**src/rtl/brick_field_renderer.sv**
```systemverilog
// Purpose: draws housing, paddle, ball and a ROWSxCOLS brick wall; owns the brick bitmap and its clear/restore port.
// Latency: COLOR follows X/Y by 2 clocks; FRAME_DONE pulses 1 clock after the frame-boundary sample.
// Backpressure: BRICK_CLEAR_READY is high only in vertical blank, with no refill pending and RESET low.
module brick_field_renderer #(
  parameter int unsigned SCREEN_H            = 600,
  parameter int unsigned CEILING_Y_TILE      = 9,
  parameter int unsigned LEFT_WALL_X_TILE    = 0,
  parameter int unsigned RIGHT_WALL_X_TILE   = 99,
  parameter int unsigned PADDLE_Y_TILE       = 73,
  parameter int unsigned PADDLE_LENGTH_PIXEL = 60,
  parameter int unsigned BALL_SIZE_PIXEL     = 8,
  parameter int unsigned BRICK_ROWS          = 6,
  parameter int unsigned BRICK_COLS          = 14,
  parameter int unsigned BRICK_W_PIXEL       = 56,
  parameter int unsigned BRICK_H_PIXEL       = 16,
  parameter int unsigned BRICK_LEFT_X_PIXEL  = 8,
  parameter int unsigned BRICK_TOP_Y_PIXEL   = 120,
  parameter int unsigned BRICK_COLOR_BASE    = 8'hE0,
  parameter int unsigned BRICK_COLOR_STEP    = 8'hF5,
  parameter int unsigned BALL_COLOR          = 8'h1F
) (
  input  logic       CLK,
  input  logic       RESET,
  input  logic [9:0] X_PIXEL,
  input  logic [9:0] Y_PIXEL,
  input  logic [9:0] PADDLE_X_PIXEL,
  input  logic [9:0] BALL_X_PIXEL,
  input  logic [9:0] BALL_Y_PIXEL,
  input  logic       BALL_VISIBLE,
  input  logic       BRICK_CLEAR_VALID,
  input  logic [2:0] BRICK_CLEAR_ROW,
  input  logic [3:0] BRICK_CLEAR_COL,
  output logic       BRICK_CLEAR_READY,
  input  logic       BRICKS_RESTORE,
  input  logic [2:0] BRICK_QUERY_ROW,
  input  logic [3:0] BRICK_QUERY_COL,
  output logic       BRICK_QUERY_PRESENT,
  output logic [7:0] BRICKS_REMAINING,
  output logic [7:0] COLOR,
  output logic       FRAME_DONE
);

  localparam logic [6:0] CEIL_T    = 7'(CEILING_Y_TILE);
  localparam logic [6:0] LWALL_T   = 7'(LEFT_WALL_X_TILE);
  localparam logic [6:0] RWALL_T   = 7'(RIGHT_WALL_X_TILE);
  localparam logic [6:0] PADDLE_T  = 7'(PADDLE_Y_TILE);
  localparam logic [9:0] SCREEN_HV = 10'(SCREEN_H);
  localparam logic [7:0] FULL_CNT  = 8'(BRICK_ROWS * BRICK_COLS);

  typedef enum logic {
    ST_IDLE    = 1'b0,
    ST_PENDING = 1'b1
  } restore_state_t;

  // Shadowed game state, only updated at the frame boundary
  logic [9:0] paddle_x_q, paddle_x_d;
  logic [9:0] ball_x_q, ball_x_d;
  logic [9:0] ball_y_q, ball_y_d;
  logic       ball_vis_q, ball_vis_d;
  logic       frame_done_q, frame_done_d;

  // Stage 1 hit flags
  logic       house_q, house_d;
  logic       ball_hit_q, ball_hit_d;
  logic       paddle_hit_q, paddle_hit_d;
  logic       brick_hit_q, brick_hit_d;
  logic [7:0] brick_color_q, brick_color_d;

  // Stage 2 colour
  logic [7:0] color_q, color_d;

  // Brick wall state
  restore_state_t                         state_q, state_d;
  logic [BRICK_ROWS-1:0][BRICK_COLS-1:0]  bitmap_q, bitmap_d;
  logic [7:0]                             remaining_q, remaining_d;

  logic        frame_edge;
  logic [6:0]  x_tile, y_tile;
  logic [31:0] x32, y32;
  logic [10:0] x11, y11;
  logic [10:0] paddle_end, ball_x_end, ball_y_end;
  logic        row_hit, col_hit;
  logic [2:0]  row_idx;
  logic [3:0]  col_idx;
  logic [7:0]  row_color;
  logic        clear_fire, clear_in_range, query_in_range;

  assign frame_edge = (X_PIXEL == 10'd0) && (Y_PIXEL == SCREEN_HV);
  assign x_tile     = X_PIXEL[9:3];
  assign y_tile     = Y_PIXEL[9:3];
  assign x32        = {22'd0, X_PIXEL};
  assign y32        = {22'd0, Y_PIXEL};
  assign x11        = {1'b0, X_PIXEL};
  assign y11        = {1'b0, Y_PIXEL};

  // Right/bottom edges are computed one bit wider so objects near 1023 never wrap to x/y near 0
  assign paddle_end = {1'b0, paddle_x_q} + 11'(PADDLE_LENGTH_PIXEL);
  assign ball_x_end = {1'b0, ball_x_q} + 11'(BALL_SIZE_PIXEL);
  assign ball_y_end = {1'b0, ball_y_q} + 11'(BALL_SIZE_PIXEL);

  // Shadow registers reload on the frame-boundary sample; FRAME_DONE marks the cycle after it
  always_comb begin
    paddle_x_d   = paddle_x_q;
    ball_x_d     = ball_x_q;
    ball_y_d     = ball_y_q;
    ball_vis_d   = ball_vis_q;
    frame_done_d = frame_edge;
    if (frame_edge) begin
      paddle_x_d = PADDLE_X_PIXEL;
      ball_x_d   = BALL_X_PIXEL;
      ball_y_d   = BALL_Y_PIXEL;
      ball_vis_d = BALL_VISIBLE;
    end
  end

  // Locate the brick cell under the pixel, excluding the mortar column/row of each brick
  always_comb begin
    row_hit   = 1'b0;
    col_hit   = 1'b0;
    row_idx   = 3'd0;
    col_idx   = 4'd0;
    row_color = 8'd0;
    for (int r = 0; r < BRICK_ROWS; r++) begin
      if ((y32 >= BRICK_TOP_Y_PIXEL + r * BRICK_H_PIXEL) &&
          (y32 <  BRICK_TOP_Y_PIXEL + (r + 1) * BRICK_H_PIXEL - 1)) begin
        row_hit   = 1'b1;
        row_idx   = 3'(r);
        row_color = 8'(BRICK_COLOR_BASE + r * BRICK_COLOR_STEP);
      end
    end
    for (int c = 0; c < BRICK_COLS; c++) begin
      if ((x32 >= BRICK_LEFT_X_PIXEL + c * BRICK_W_PIXEL) &&
          (x32 <  BRICK_LEFT_X_PIXEL + (c + 1) * BRICK_W_PIXEL - 1)) begin
        col_hit = 1'b1;
        col_idx = 4'(c);
      end
    end
  end

  // Stage 1: per-object hit tests against the current pixel and the shadowed positions
  always_comb begin
    house_d       = (y_tile == CEIL_T) ||
                    (((x_tile == LWALL_T) || (x_tile == RWALL_T)) && (y_tile >= CEIL_T));
    paddle_hit_d  = (y_tile == PADDLE_T) && (x11 >= {1'b0, paddle_x_q}) && (x11 < paddle_end);
    ball_hit_d    = ball_vis_q &&
                    (x11 >= {1'b0, ball_x_q}) && (x11 < ball_x_end) &&
                    (y11 >= {1'b0, ball_y_q}) && (y11 < ball_y_end);
    brick_hit_d   = 1'b0;
    brick_color_d = row_color;
    if (row_hit && col_hit) begin
      brick_hit_d = bitmap_q[row_idx][col_idx];
    end
  end

  // Stage 2: resolve drawing priority into the output colour
  always_comb begin
    color_d = 8'h00;
    if (house_q) begin
      color_d = 8'hFF;
    end else if (ball_hit_q) begin
      color_d = 8'(BALL_COLOR);
    end else if (paddle_hit_q) begin
      color_d = 8'hFF;
    end else if (brick_hit_q) begin
      color_d = brick_color_q;
    end
  end

  assign clear_in_range = ({29'd0, BRICK_CLEAR_ROW} < BRICK_ROWS) &&
                          ({28'd0, BRICK_CLEAR_COL} < BRICK_COLS);
  assign query_in_range = ({29'd0, BRICK_QUERY_ROW} < BRICK_ROWS) &&
                          ({28'd0, BRICK_QUERY_COL} < BRICK_COLS);

  // Restore FSM plus clear port: clears only in vblank while idle, refill lands on the frame edge
  always_comb begin
    state_d           = state_q;
    bitmap_d          = bitmap_q;
    remaining_d       = remaining_q;
    BRICK_CLEAR_READY = (Y_PIXEL >= SCREEN_HV) && (state_q == ST_IDLE) && !RESET;
    clear_fire        = BRICK_CLEAR_VALID && BRICK_CLEAR_READY;
    case (state_q)
      ST_IDLE: begin
        if (clear_fire && clear_in_range && bitmap_q[BRICK_CLEAR_ROW][BRICK_CLEAR_COL]) begin
          bitmap_d[BRICK_CLEAR_ROW][BRICK_CLEAR_COL] = 1'b0;
          remaining_d = remaining_q - 8'd1;
        end
        if (BRICKS_RESTORE) begin
          state_d = ST_PENDING;
        end
      end
      ST_PENDING: begin
        if (frame_edge) begin
          state_d     = ST_IDLE;
          bitmap_d    = '1;
          remaining_d = FULL_CNT;
        end
      end
      default: begin
        state_d = ST_IDLE;
      end
    endcase
  end

  // Combinational bitmap lookup for the game logic
  always_comb begin
    BRICK_QUERY_PRESENT = 1'b0;
    if (query_in_range) begin
      BRICK_QUERY_PRESENT = bitmap_q[BRICK_QUERY_ROW][BRICK_QUERY_COL];
    end
  end

  // All state registers; reset returns every flop to its power-up value immediately
  always_ff @(posedge CLK or posedge RESET) begin
    if (RESET) begin
      paddle_x_q    <= 10'd0;
      ball_x_q      <= 10'd0;
      ball_y_q      <= 10'd0;
      ball_vis_q    <= 1'b0;
      frame_done_q  <= 1'b0;
      house_q       <= 1'b0;
      ball_hit_q    <= 1'b0;
      paddle_hit_q  <= 1'b0;
      brick_hit_q   <= 1'b0;
      brick_color_q <= 8'd0;
      color_q       <= 8'd0;
      state_q       <= ST_IDLE;
      bitmap_q      <= '1;
      remaining_q   <= FULL_CNT;
    end else begin
      paddle_x_q    <= paddle_x_d;
      ball_x_q      <= ball_x_d;
      ball_y_q      <= ball_y_d;
      ball_vis_q    <= ball_vis_d;
      frame_done_q  <= frame_done_d;
      house_q       <= house_d;
      ball_hit_q    <= ball_hit_d;
      paddle_hit_q  <= paddle_hit_d;
      brick_hit_q   <= brick_hit_d;
      brick_color_q <= brick_color_d;
      color_q       <= color_d;
      state_q       <= state_d;
      bitmap_q      <= bitmap_d;
      remaining_q   <= remaining_d;
    end
  end

  assign COLOR            = color_q;
  assign FRAME_DONE       = frame_done_q;
  assign BRICKS_REMAINING = remaining_q;

endmodule

```
**config.mk**
```make
export PLATFORM = sky130hd
export DESIGN_NAME = brick_field_renderer
export DESIGN_NICKNAME = d
export VERILOG_FILES = /design/src/rtl/brick_field_renderer.sv
export SDC_FILE = /design/constraint.sdc
export NUM_CORES = 1
export LEC_CHECK = 0
export ABC_AREA = 1
export CELL_PAD_IN_SITES_DETAIL_PLACEMENT = 1
export CELL_PAD_IN_SITES_GLOBAL_PLACEMENT = 1
export CORE_MARGIN = 10
export CORE_UTILIZATION = 47
export DETAILED_ROUTE_END_ITERATION = 10
export GPL_TIMING_DRIVEN = 0
export PLACE_DENSITY = 0.95
export SLEW_MARGIN = 25
export SYNTH_ARGS = -nofsm -noshare
export SYNTH_HDL_FRONTEND = slang
export SYNTH_SLANG_ARGS = --single-unit
```
**constraint.sdc**
```tcl
create_clock -name CLK -period 7.53 [get_ports CLK]
set_input_delay 1.1295 -clock CLK [delete_from_list [all_inputs] [get_ports CLK]]
set_output_delay 1.1295 -clock CLK [all_outputs]
set_load 0.1 [all_outputs]
```
==> results of run 1 <==
worst paths after layout:
check | start | end | slack (ns) | depth (start not counted)
max | BRICK_QUERY_COL[0] | BRICK_QUERY_PRESENT | 1.43 | 8
min | bitmap_q[68]$_DFFE_PP1P_ | bitmap_q[68]$_DFFE_PP1P_ | 0.47 | 2
max reg2reg | paddle_x_q[2]$_DFFE_PP0P_ | paddle_hit_q$_DFF_PP0_ | 4.85 | 11
min reg2reg | bitmap_q[68]$_DFFE_PP1P_ | bitmap_q[68]$_DFFE_PP1P_ | 0.47 | 2
max in group asynchronous | RESET | bitmap_q[75]$_DFFE_PP1P_ | 5.62 | 3
min in group asynchronous | RESET | ball_y_q[7]$_DFFE_PP0P_ | 1.08 | 2
power breakdown:
group          total (mW)  switching (mW)  internal, mW
logic               0.389           0.270         0.118
clock network       0.896           0.424         0.472
registers           0.786         0.00594         0.780
sequential cells by signal (all words and copies together) (netlist names), 7 cells and up:
register          cells
bitmap_q             84
brick_color_q         7
BRICKS_REMAINING      8
ball_y_q             10
ball_x_q             10
COLOR                 7
paddle_x_q           10
kinds of logic after synthesis:
group,count (synthesis),share of synthesized area
AOI/OAI and AO/OA,315,0.188
buffers and inverters,191,0.0839
and+or+nand+nor,811,0.313
DFF,143,0.334
xor gates and xnor gates,21,0.0167
adders and majority gates,56,0.0636
per-stage QoR:
step	TNS, ns	hold slack (ns)
CTS	0	0.472
finish	0	0.471
detailed placement	0	0.448
global route	0	0.494
global placement	-5.92	0.438
floorplan	0	0.426
worst reg2reg max path: cells and delay by family, from the launching register on:
kind,cells,cell delay [ns]
and+or+nand+nor,3,0.62
adders and majority gates,2,0.55
xor gates and xnor gates,1,0.18
DFF,1,0.40
AOI/OAI and AO/OA,4,0.60
buffers and inverters,1,0.18
Yosys cell counts, drive strengths merged, types with 6 or more instances:
cell	instances
o21a	8
dfrtp	56
nand4	35
a22oi	6
nor3	21
o22ai	19
a21oi	71
nand2	497
nand3	133
o21ai	162
o211ai	11
xor2	16
ha	56
clkbuf	37
inv	121
buf	33
dfstp	87
o31ai	6
nor2	112
layer usage:
layer  routed length, um  part of all wire  up-vias  global-route usage
met1               18300              0.38     6062               0.363
met2               22600              0.47      668               0.514
met5                   0                 0        -                   0
met3                3800             0.079      229              0.0658
met4                3100             0.065        0               0.193
li1                    -                 -     5388                   -
final cells by class:
cell class              count  area [um^2]  share of cell area
plain buffers              70          468              0.0363
inverters                 121          464              0.0360
multi-input cells        1203         6410               0.497
clock buffers              17          425              0.0330
flip-flops and latches    143         3690               0.286
well taps                 313          392              0.0304
clock inverters            15          168              0.0130
repair buffers             86          878              0.0681
==> flow_summary_export.csv, run 1 <==
group,metric,value,unit
detailed_routing,num_vias,12347,
detailed_routing,antenna_left,0,
timing,timing.final.crit_share,0.811,
synth,synth_flop_cell,"dfstp_2",
finish,fillers,2943,
global_routing,grt_max_degree,97,
floorplanning,initial_core_util,0.483,
power,p_per_area,161,nW/um^2
clock_tree,cts-resized-gates,0,
worst_setup_path,endpoint_kind,"primary output",
synth,ys_types,57,
worst_setup_path,cp_common_cell,"clkdlybuf4s50_1",
worst_setup_path,path_class,"in2out",
synth,syn-cell-area,11000,um^2
timing,final-hold-violation-count,0,
worst_setup_path,max_stage_delay,1.24,ns
finish,areaGrowthSynthToFinish,17.0,%
place,placed_area,12300,um^2
hold_path,hp-class,"reg2reg",
synth,synth_area_per_cell,7.17,um^2
finish,antenna_cells,0,
detailed_routing,drtIter0Drc,1288,
place,io_buffers,85,
global_routing,grt_pass1_wl,74.6,mm
worst_setup_path,critical-path-top-delay-family,"buffers and inverters",
synth,synthArstFlopShare,1.00,
power,power,2.07,mW
global_routing,grt_pass1_vias,13216,
floorplanning,dieArea,30000,um^2
synth,yosysTopAreaCellShare,0.207,
run,max_cap_viol_count,0,
synth,ys_ff_latch,143,
worst_setup_path,cp_max_fo,10,
timing,rsz0062_at_grt,"no",
clock_tree,cts_tree,"done",
clock_tree,cts.htree.levels,4,
clock_tree,cts-root-buf,"clkbuf_16",
power,leakagePower,5.81,nW
clock_tree,cts.sinks,143,
place,gp_congestion,0.975,
detailed_routing,wire_per_inst,24.3,um
finish,final_cell_mix,"491 x nand2_1, 129 x nand3_1, 110 x inv_1, 108 x nor2_1, 87 x dfstp_2",
clock_tree,post_cts_buffers,0,
global_routing,grtUsageTotal,0.311,
place,hpwl,35.5,mm
floorplanning,boundaryPins,88,
global_routing,antenna_found_initial,0,
floorplanning,fp.coreArea,22800,um^2
detailed_routing,wirelength,47.9,mm
synth,synthCells,1537,
floorplanning,die_h,173,um
synth,yosysTopAreaCell,"dfstp_2",
clock_tree,clock_latency,0.46,ns
timing,finalClockSkew,0.0143,ns
timing,slew_violations,0,
clock_tree,clock_tree.buffer_depth,2,
detailed_routing,vias_per_cell,6.27,
worst_setup_path,cp.required,6.40,ns
finish,fin_util,0.564,
floorplanning,fp.dieW,173,um
synth,synth_warnings,0,
synth,synth_area_leaders,"dfstp_2 21%, nand2_1 17%, dfrtp_1 13%, ha_1 6.4%, o21ai_2 5.9%",
finish,finalNonFillerCells,1968,
clock_tree,clk_pin_slew_worst_paths,0.07,ns
synth,synth-seq-area-share,0.334,
timing,min_period,6.10,ns
outcome,status,"finished, final reports clean",
finish,drive_above_1_share,0.157,
finish,stdcell_area,12900,um^2
timing,worst_pin_slew,1.01,ns
timing,fin_ws,1.43,ns
worst_setup_path,path_cells,"clkdlybuf4s50_1, inv_1, clkbuf_1, a21oi_1, o41ai_1, a31oi_1, a211oi_1, clkdlybuf4s50_1",
global_routing,grt_remaining_overflow,0,
detailed_routing,drc_errors,0,
finish,layout_commonest_cell,"nand2_1",
synth,synth_edf_count,0,
place,dp.cells,1936,
place,preCtsSetupSlack,1.67,ns
floorplanning,rows,55,
timing,setup_viol,0,
timing,slew_headroom,0.325,
worst_setup_path,cp.arrival,4.98,ns
synth,synth_nets,1662,
clock_tree,hold_buffers,0,
timing,fmax,164,MHz
detailed_routing,first_pass_iters,8,
power,ir_drop,0.145,mV
worst_setup_path,crit_buf_inv,4,
worst_setup_path,start_kind,"input port",
finish,num-nets-final,1767,
clock_tree,numCtsBuffers,17,
worst_setup_path,crit_path_top_delay_cell,"clkdlybuf4s50_1",
No activity file was read; power rests on OpenSTA's default activity.
==> inputs of run 2 (changes only) <==
--- a/config.mk
+++ b/config.mk
@@ -9,10 +9,10 @@
 export CELL_PAD_IN_SITES_DETAIL_PLACEMENT = 1
 export CELL_PAD_IN_SITES_GLOBAL_PLACEMENT = 1
 export CORE_MARGIN = 10
-export CORE_UTILIZATION = 47
+export CORE_UTILIZATION = 39
 export DETAILED_ROUTE_END_ITERATION = 10
 export GPL_TIMING_DRIVEN = 0
-export PLACE_DENSITY = 0.95
+export PLACE_DENSITY = 0.87
 export SLEW_MARGIN = 25
 export SYNTH_ARGS = -nofsm -noshare
 export SYNTH_HDL_FRONTEND = slang
==> constraint.sdc (replaced) <==
create_clock -name CLK -period 4.96 [get_ports CLK]
set_input_delay 0.744 -clock CLK [delete_from_list [all_inputs] [get_ports CLK]]
set_output_delay 0.744 -clock CLK [all_outputs]
set_load 0.1 [all_outputs]
==> run 2 against run 1 <==
Against the previous run:
- setup slack got worse by 1.2 ns
- critical endpoint unchanged
- critical path type unchanged
- global-route usage fell by 5.1 points
- sequential cell count did not move
==> flow_summary_export.csv, run 2 (synthesized netlist as in run 1, its figures left out) <==
group,metric,value,unit
place,hpwl,36.3,mm
detailed_routing,first_pass_iters,5,
place,dp.cells,2004,
finish,antenna_cells,0,
place,io_buffers,85,
detailed_routing,drc_errors,0,
worst_setup_path,cp.arrival,4.00,ns
clock_tree,cts-resized-gates,1,
timing,rsz0062_at_grt,"no",
worst_setup_path,cp_max_fo,10,
clock_tree,cts_tree,"done",
global_routing,grt_pass1_vias,12444,
finish,regMostFlops,"bitmap_q",
global_routing,grt_pass1_wl,73.0,mm
detailed_routing,antenna_left,0,
global_routing,grtUsageTotal,0.260,
floorplanning,rows,61,
power,p_per_area,240,nW/um^2
clock_tree,cts.htree.levels,4,
timing,slew_headroom,0.334,
finish,drive_above_1_share,0.157,
worst_setup_path,endpoint_kind,"primary output",
worst_setup_path,rr_worst_depth,12,
detailed_routing,num_vias,11712,
clock_tree,cts-root-buf,"clkbuf_16",
finish,stdcell_area,13000,um^2
detailed_routing,vias_per_cell,5.75,
floorplanning,boundaryPins,88,
worst_setup_path,path_class,"in2out",
timing,hold_ws,0.473,ns
clock_tree,post_cts_buffers,0,
detailed_routing,wirelength,46.6,mm
timing,setup_viol,0,
timing,fmax,211,MHz
global_routing,grt_remaining_overflow,0,
finish,layout_commonest_cell,"nand2_1",
timing,finalClockSkew,0.0171,ns
finish,finalNonFillerCells,2036,
clock_tree,clock_tree.buffer_depth,2,
finish,final_cell_mix,"491 x nand2_1, 129 x nand3_1, 110 x inv_1, 108 x nor2_1, 87 x dfstp_2",
worst_setup_path,start_kind,"input port",
detailed_routing,wire_per_inst,22.9,um
timing,worst_pin_slew,0.997,ns
finish,fillers,3564,
place,preCtsSetupSlack,-0.000814,ns
outcome,status,"finished, final reports clean",
floorplanning,fp.coreArea,27900,um^2
clock_tree,clk_pin_slew_worst_paths,0.07,ns
timing,tns,0,ns
run,max_cap_viol_count,0,
global_routing,grt_max_degree,33,
finish,seqCellArea,3690,um^2
floorplanning,dieArea,35400,um^2
floorplanning,initial_core_util,0.396,
timing,final-hold-violation-count,0,
clock_tree,cts.sinks,143,
clock_tree,hold_buffers,0,
finish,areaGrowthSynthToFinish,18.2,%
power,ir_drop,0.220,mV
timing,slew_violations,0,
finish,largest_reg_flops,84,
timing,fin_ws,0.219,ns
timing,min_period,4.74,ns
detailed_routing,drtIter0Drc,953,
clock_tree,clock_latency,0.45,ns
worst_setup_path,cp.required,4.22,ns
global_routing,antenna_found_initial,0,
place,gp_congestion,0.959,
power,leakagePower,5.83,nW
clock_tree,numCtsBuffers,17,
finish,num-nets-final,1770,
floorplanning,die_h,188,um
hold_path,hold_depth,2,
place,placed_area,12400,um^2
timing,timing.final.crit_share,0.956,
hold_path,hp-class,"reg2reg",
finish,multi_input_area,6410,um^2
floorplanning,fp.dieW,188,um
==> run 2: cell count changes in the layout (fill, tap and decap cells not counted), moves of 2 or more <==
cell,change
buf_12,+4
clkbuf_1,+3
clkinv_4,+2
clkinv_8,-2
inv_6,-2
inv_8,-4
==> run 2: final cells by class <==
type	instances	share of cell area
plain buffers	70	0.0359
clock buffers	22	0.0365
clock inverters	10	0.00951
inverters	121	0.0353
multi-input cells	1203	0.492
flip-flops and latches	143	0.283
well taps	378	0.0363
repair buffers	89	0.0713
==> run 2: per-layer routing <==
| metal | up-vias | track usage | part of all wire |
|---|---|---|---|
| li1 | 5397 | - | - |
| met1 | 5807 | 0.322 | 0.42 |
| met2 | 414 | 0.450 | 0.49 |
| met3 | 94 | 0.0377 | 0.061 |
| met4 | 0 | 0.0945 | 0.032 |
| met5 | - | 0 | 0 |
==> run 2: where the power goes <==
| group | total (mW) | leakage, nW | switching (mW) | internal, mW |
|---|---|---|---|---|
| clock network | 1.36 | 0.295 | 0.565 | 0.792 |
| registers | 1.19 | 1.51 | 0.00843 | 1.19 |
| logic | 0.578 | 4.03 | 0.396 | 0.182 |
==> run 2: worst paths after layout <==
path / from / end / slack (ns)
hold reg to reg: bitmap_q[5]$_DFFE_PP1P_ / bitmap_q[5]$_DFFE_PP1P_ / 0.47
max in group asynchronous: RESET / BRICKS_REMAINING[2]$_DFFE_PP1P_ / 3.37
setup / recovery: BRICK_QUERY_COL[0] / BRICK_QUERY_PRESENT / 0.22
hold / removal: bitmap_q[5]$_DFFE_PP1P_ / bitmap_q[5]$_DFFE_PP1P_ / 0.47
min in group asynchronous: RESET / ball_x_q[6]$_DFFE_PP0P_ / 0.72
setup reg to reg: bitmap_q[58]$_DFFE_PP1P_ / bitmap_q[36]$_DFFE_PP1P_ / 2.51
==> run 2: stage by stage <==
stage               utilization  power, mW
floorplan                     -       1.56
global placement          0.443       1.76
detailed placement        0.446       1.78
CTS                       0.468       3.13
global route              0.468       3.23
finish                    0.468       3.13
==> run 2: critical path, stage by stage <==
cell             delay [ns]
clkdlybuf4s50_1        0.54
inv_1                  0.27
clkbuf_1               0.52
a21oi_1                0.09
a22oi_1                0.31
o22ai_1                0.14
nand2_1                0.08
o2111ai_1              0.12
a211oi_1               0.27
dlygate4sd2_1          0.90
==> inputs of run 3 (changes only) <==
--- a/config.mk
+++ b/config.mk
@@ -8,12 +8,11 @@
 export ABC_AREA = 1
 export CELL_PAD_IN_SITES_DETAIL_PLACEMENT = 1
 export CELL_PAD_IN_SITES_GLOBAL_PLACEMENT = 1
-export CORE_MARGIN = 10
 export CORE_UTILIZATION = 39
 export DETAILED_ROUTE_END_ITERATION = 10
 export GPL_TIMING_DRIVEN = 0
 export PLACE_DENSITY = 0.87
-export SLEW_MARGIN = 25
+export SLEW_MARGIN = 20
 export SYNTH_ARGS = -nofsm -noshare
 export SYNTH_HDL_FRONTEND = slang
 export SYNTH_SLANG_ARGS = --single-unit
==> run 3 against run 2 <==
Against the previous run:
- via count barely moved
- highest routed layer unchanged
- hold slack got worse by 0.0052 ns
- count of clock-buffer cells in the layout fell by 4
- cell area rose by 0.16%
- largest cell class unchanged
==> flow_summary_export.csv, run 3 (synthesized netlist as in run 1, its figures left out) <==
group,metric,value,unit
outcome,status,"finished, final reports clean",
clock_tree,clock_latency,0.44,ns
global_routing,grt_pass1_wl,67.8,mm
place,io_buffers,85,
global_routing,grtUsageTotal,0.309,
finish,final_cell_mix,"491 x nand2_1, 129 x nand3_1, 110 x inv_1, 108 x nor2_1, 87 x dfstp_2",
finish,regMostFlops,"bitmap_q",
place,dp.cells,2005,
clock_tree,cts-resized-gates,0,
place,gp_congestion,1.02,
place,placed_area,12500,um^2
global_routing,antenna_found_initial,0,
worst_setup_path,path_cells,"clkdlybuf4s50_1, clkbuf_1, a21oi_1, a32oi_1, o21ai_0, o211ai_1, a31oi_1, a211oi_1, clkdlybuf4s50_1",
finish,antenna_cells,0,
detailed_routing,num_vias,11701,
power,p_per_area,236,nW/um^2
worst_setup_path,cp.arrival,4.13,ns
timing,slew_violations,0,
timing,timing.final.crit_share,0.983,
power,leakagePower,5.83,nW
floorplanning,rows,61,
worst_setup_path,path_class,"in2out",
finish,areaGrowthSynthToFinish,18.4,%
timing,rsz0062_at_grt,"no",
finish,stdcell_area,13100,um^2
worst_setup_path,start_kind,"input port",
power,ir_drop,0.197,mV
clock_tree,cts.htree.levels,4,
detailed_routing,wirelength,43.6,mm
worst_setup_path,crit_buf_inv,3,
worst_setup_path,cp.required,4.22,ns
worst_setup_path,endpoint_kind,"primary output",
timing,setup_viol,0,
finish,drive_above_1_share,0.159,
hold_path,hp-class,"reg2reg",
run,max_cap_viol_count,0,
detailed_routing,wire_per_inst,21.4,um
floorplanning,fp.coreArea,27800,um^2
floorplanning,initial_core_util,0.397,
detailed_routing,drc_errors,0,
finish,largest_reg_flops,84,
clock_tree,cts_tree,"done",
worst_setup_path,critical-path-top-delay-family,"buffers and inverters",
finish,fin_util,0.470,
floorplanning,dieArea,28900,um^2
timing,fmax,205,MHz
floorplanning,boundaryPins,88,
global_routing,grt_max_degree,32,
clock_tree,clock_tree.buffer_depth,2,
clock_tree,cts-root-buf,"clkbuf_16",
finish,finalNonFillerCells,2037,
timing,finalClockSkew,0.0239,ns
clock_tree,post_cts_buffers,0,
timing,final-hold-violation-count,0,
floorplanning,fp.dieW,170,um
clock_tree,hold_buffers,0,
detailed_routing,drtIter0Drc,1078,
worst_setup_path,crit_path_top_delay_cell,"clkdlybuf4s50_1",
worst_setup_path,cp_max_fo,10,
global_routing,grt_remaining_overflow,0,
timing,worst_pin_slew,0.976,ns
detailed_routing,antenna_left,0,
detailed_routing,vias_per_cell,5.74,
timing,min_period,4.88,ns
detailed_routing,first_pass_iters,6,
clock_tree,numCtsBuffers,17,
clock_tree,cts.sinks,143,
global_routing,grt_pass1_vias,11922,
timing,hold_ws,0.468,ns
worst_setup_path,cp_common_cell,"clkdlybuf4s50_1",
worst_setup_path,reg2reg_setup_slack,2.48,ns
timing,slew_headroom,0.347,
finish,layout_commonest_cell,"nand2_1",
worst_setup_path,max_stage_delay,1.17,ns
power,power,3.08,mW
floorplanning,die_h,170,um
place,hpwl,34.0,mm
clock_tree,clk_pin_slew_worst_paths,0.07,ns
finish,num-nets-final,1771,
## run 3: path summary, 6_finish.rpt
check | startpoint | endpoint | cells past startpoint
setup / recovery | BRICK_QUERY_COL[0] | BRICK_QUERY_PRESENT | 9
hold / removal | bitmap_q[5]$_DFFE_PP1P_ | bitmap_q[5]$_DFFE_PP1P_ | 2
setup reg to reg | bitmap_q[58]$_DFFE_PP1P_ | bitmap_q[36]$_DFFE_PP1P_ | 12
hold reg to reg | bitmap_q[5]$_DFFE_PP1P_ | bitmap_q[5]$_DFFE_PP1P_ | 2
max in group asynchronous | RESET | BRICKS_REMAINING[6]$_DFFE_PP1P_ | 5
min in group asynchronous | RESET | bitmap_q[77]$_DFFE_PP1P_ | 2
## run 3: layout make-up
| class | instances | area, um^2 |
|---|---|---|
| plain buffers | 70 | 468 |
| clock buffers | 18 | 439 |
| clock inverters | 14 | 153 |
| fillers | 3604 | 14700 |
| inverters | 121 | 460 |
| multi-input cells | 1203 | 6410 |
| flip-flops and latches | 143 | 3690 |
| well taps | 378 | 473 |
| repair buffers | 90 | 958 |
## run 3: where the power goes
part	switching, mW	total, mW	internal (mW)
clock	0.593	1.32	0.724
sequential	0.00748	1.19	1.18
combinational	0.389	0.574	0.185
total	0.989	3.08	2.09
## run 3: tightest hold or removal path, stage by stage, from the launching register on
cell     delay (ns)
dfstp_2        0.37
o21ai_2        0.05
nand2_1        0.05
## run 3: layer usage
layer	global-route usage	share of wire	up-vias
met4	0.147	0.048	0
li1	-	-	5374
met2	0.528	0.48	469
met5	0	0	-
met1	0.377	0.40	5717
met3	0.0509	0.071	141
## run 3: per-stage QoR
stage | worst slack, ns | setup TNS (ns)
final | 0.0837 | 0
after global routing | 0.00477 | 0
after CTS | 0.160 | 0
after detailed placement | 0.176 | 0
after global placement | -2.03 | -101.82
after floorplan | 0.0620 | 0
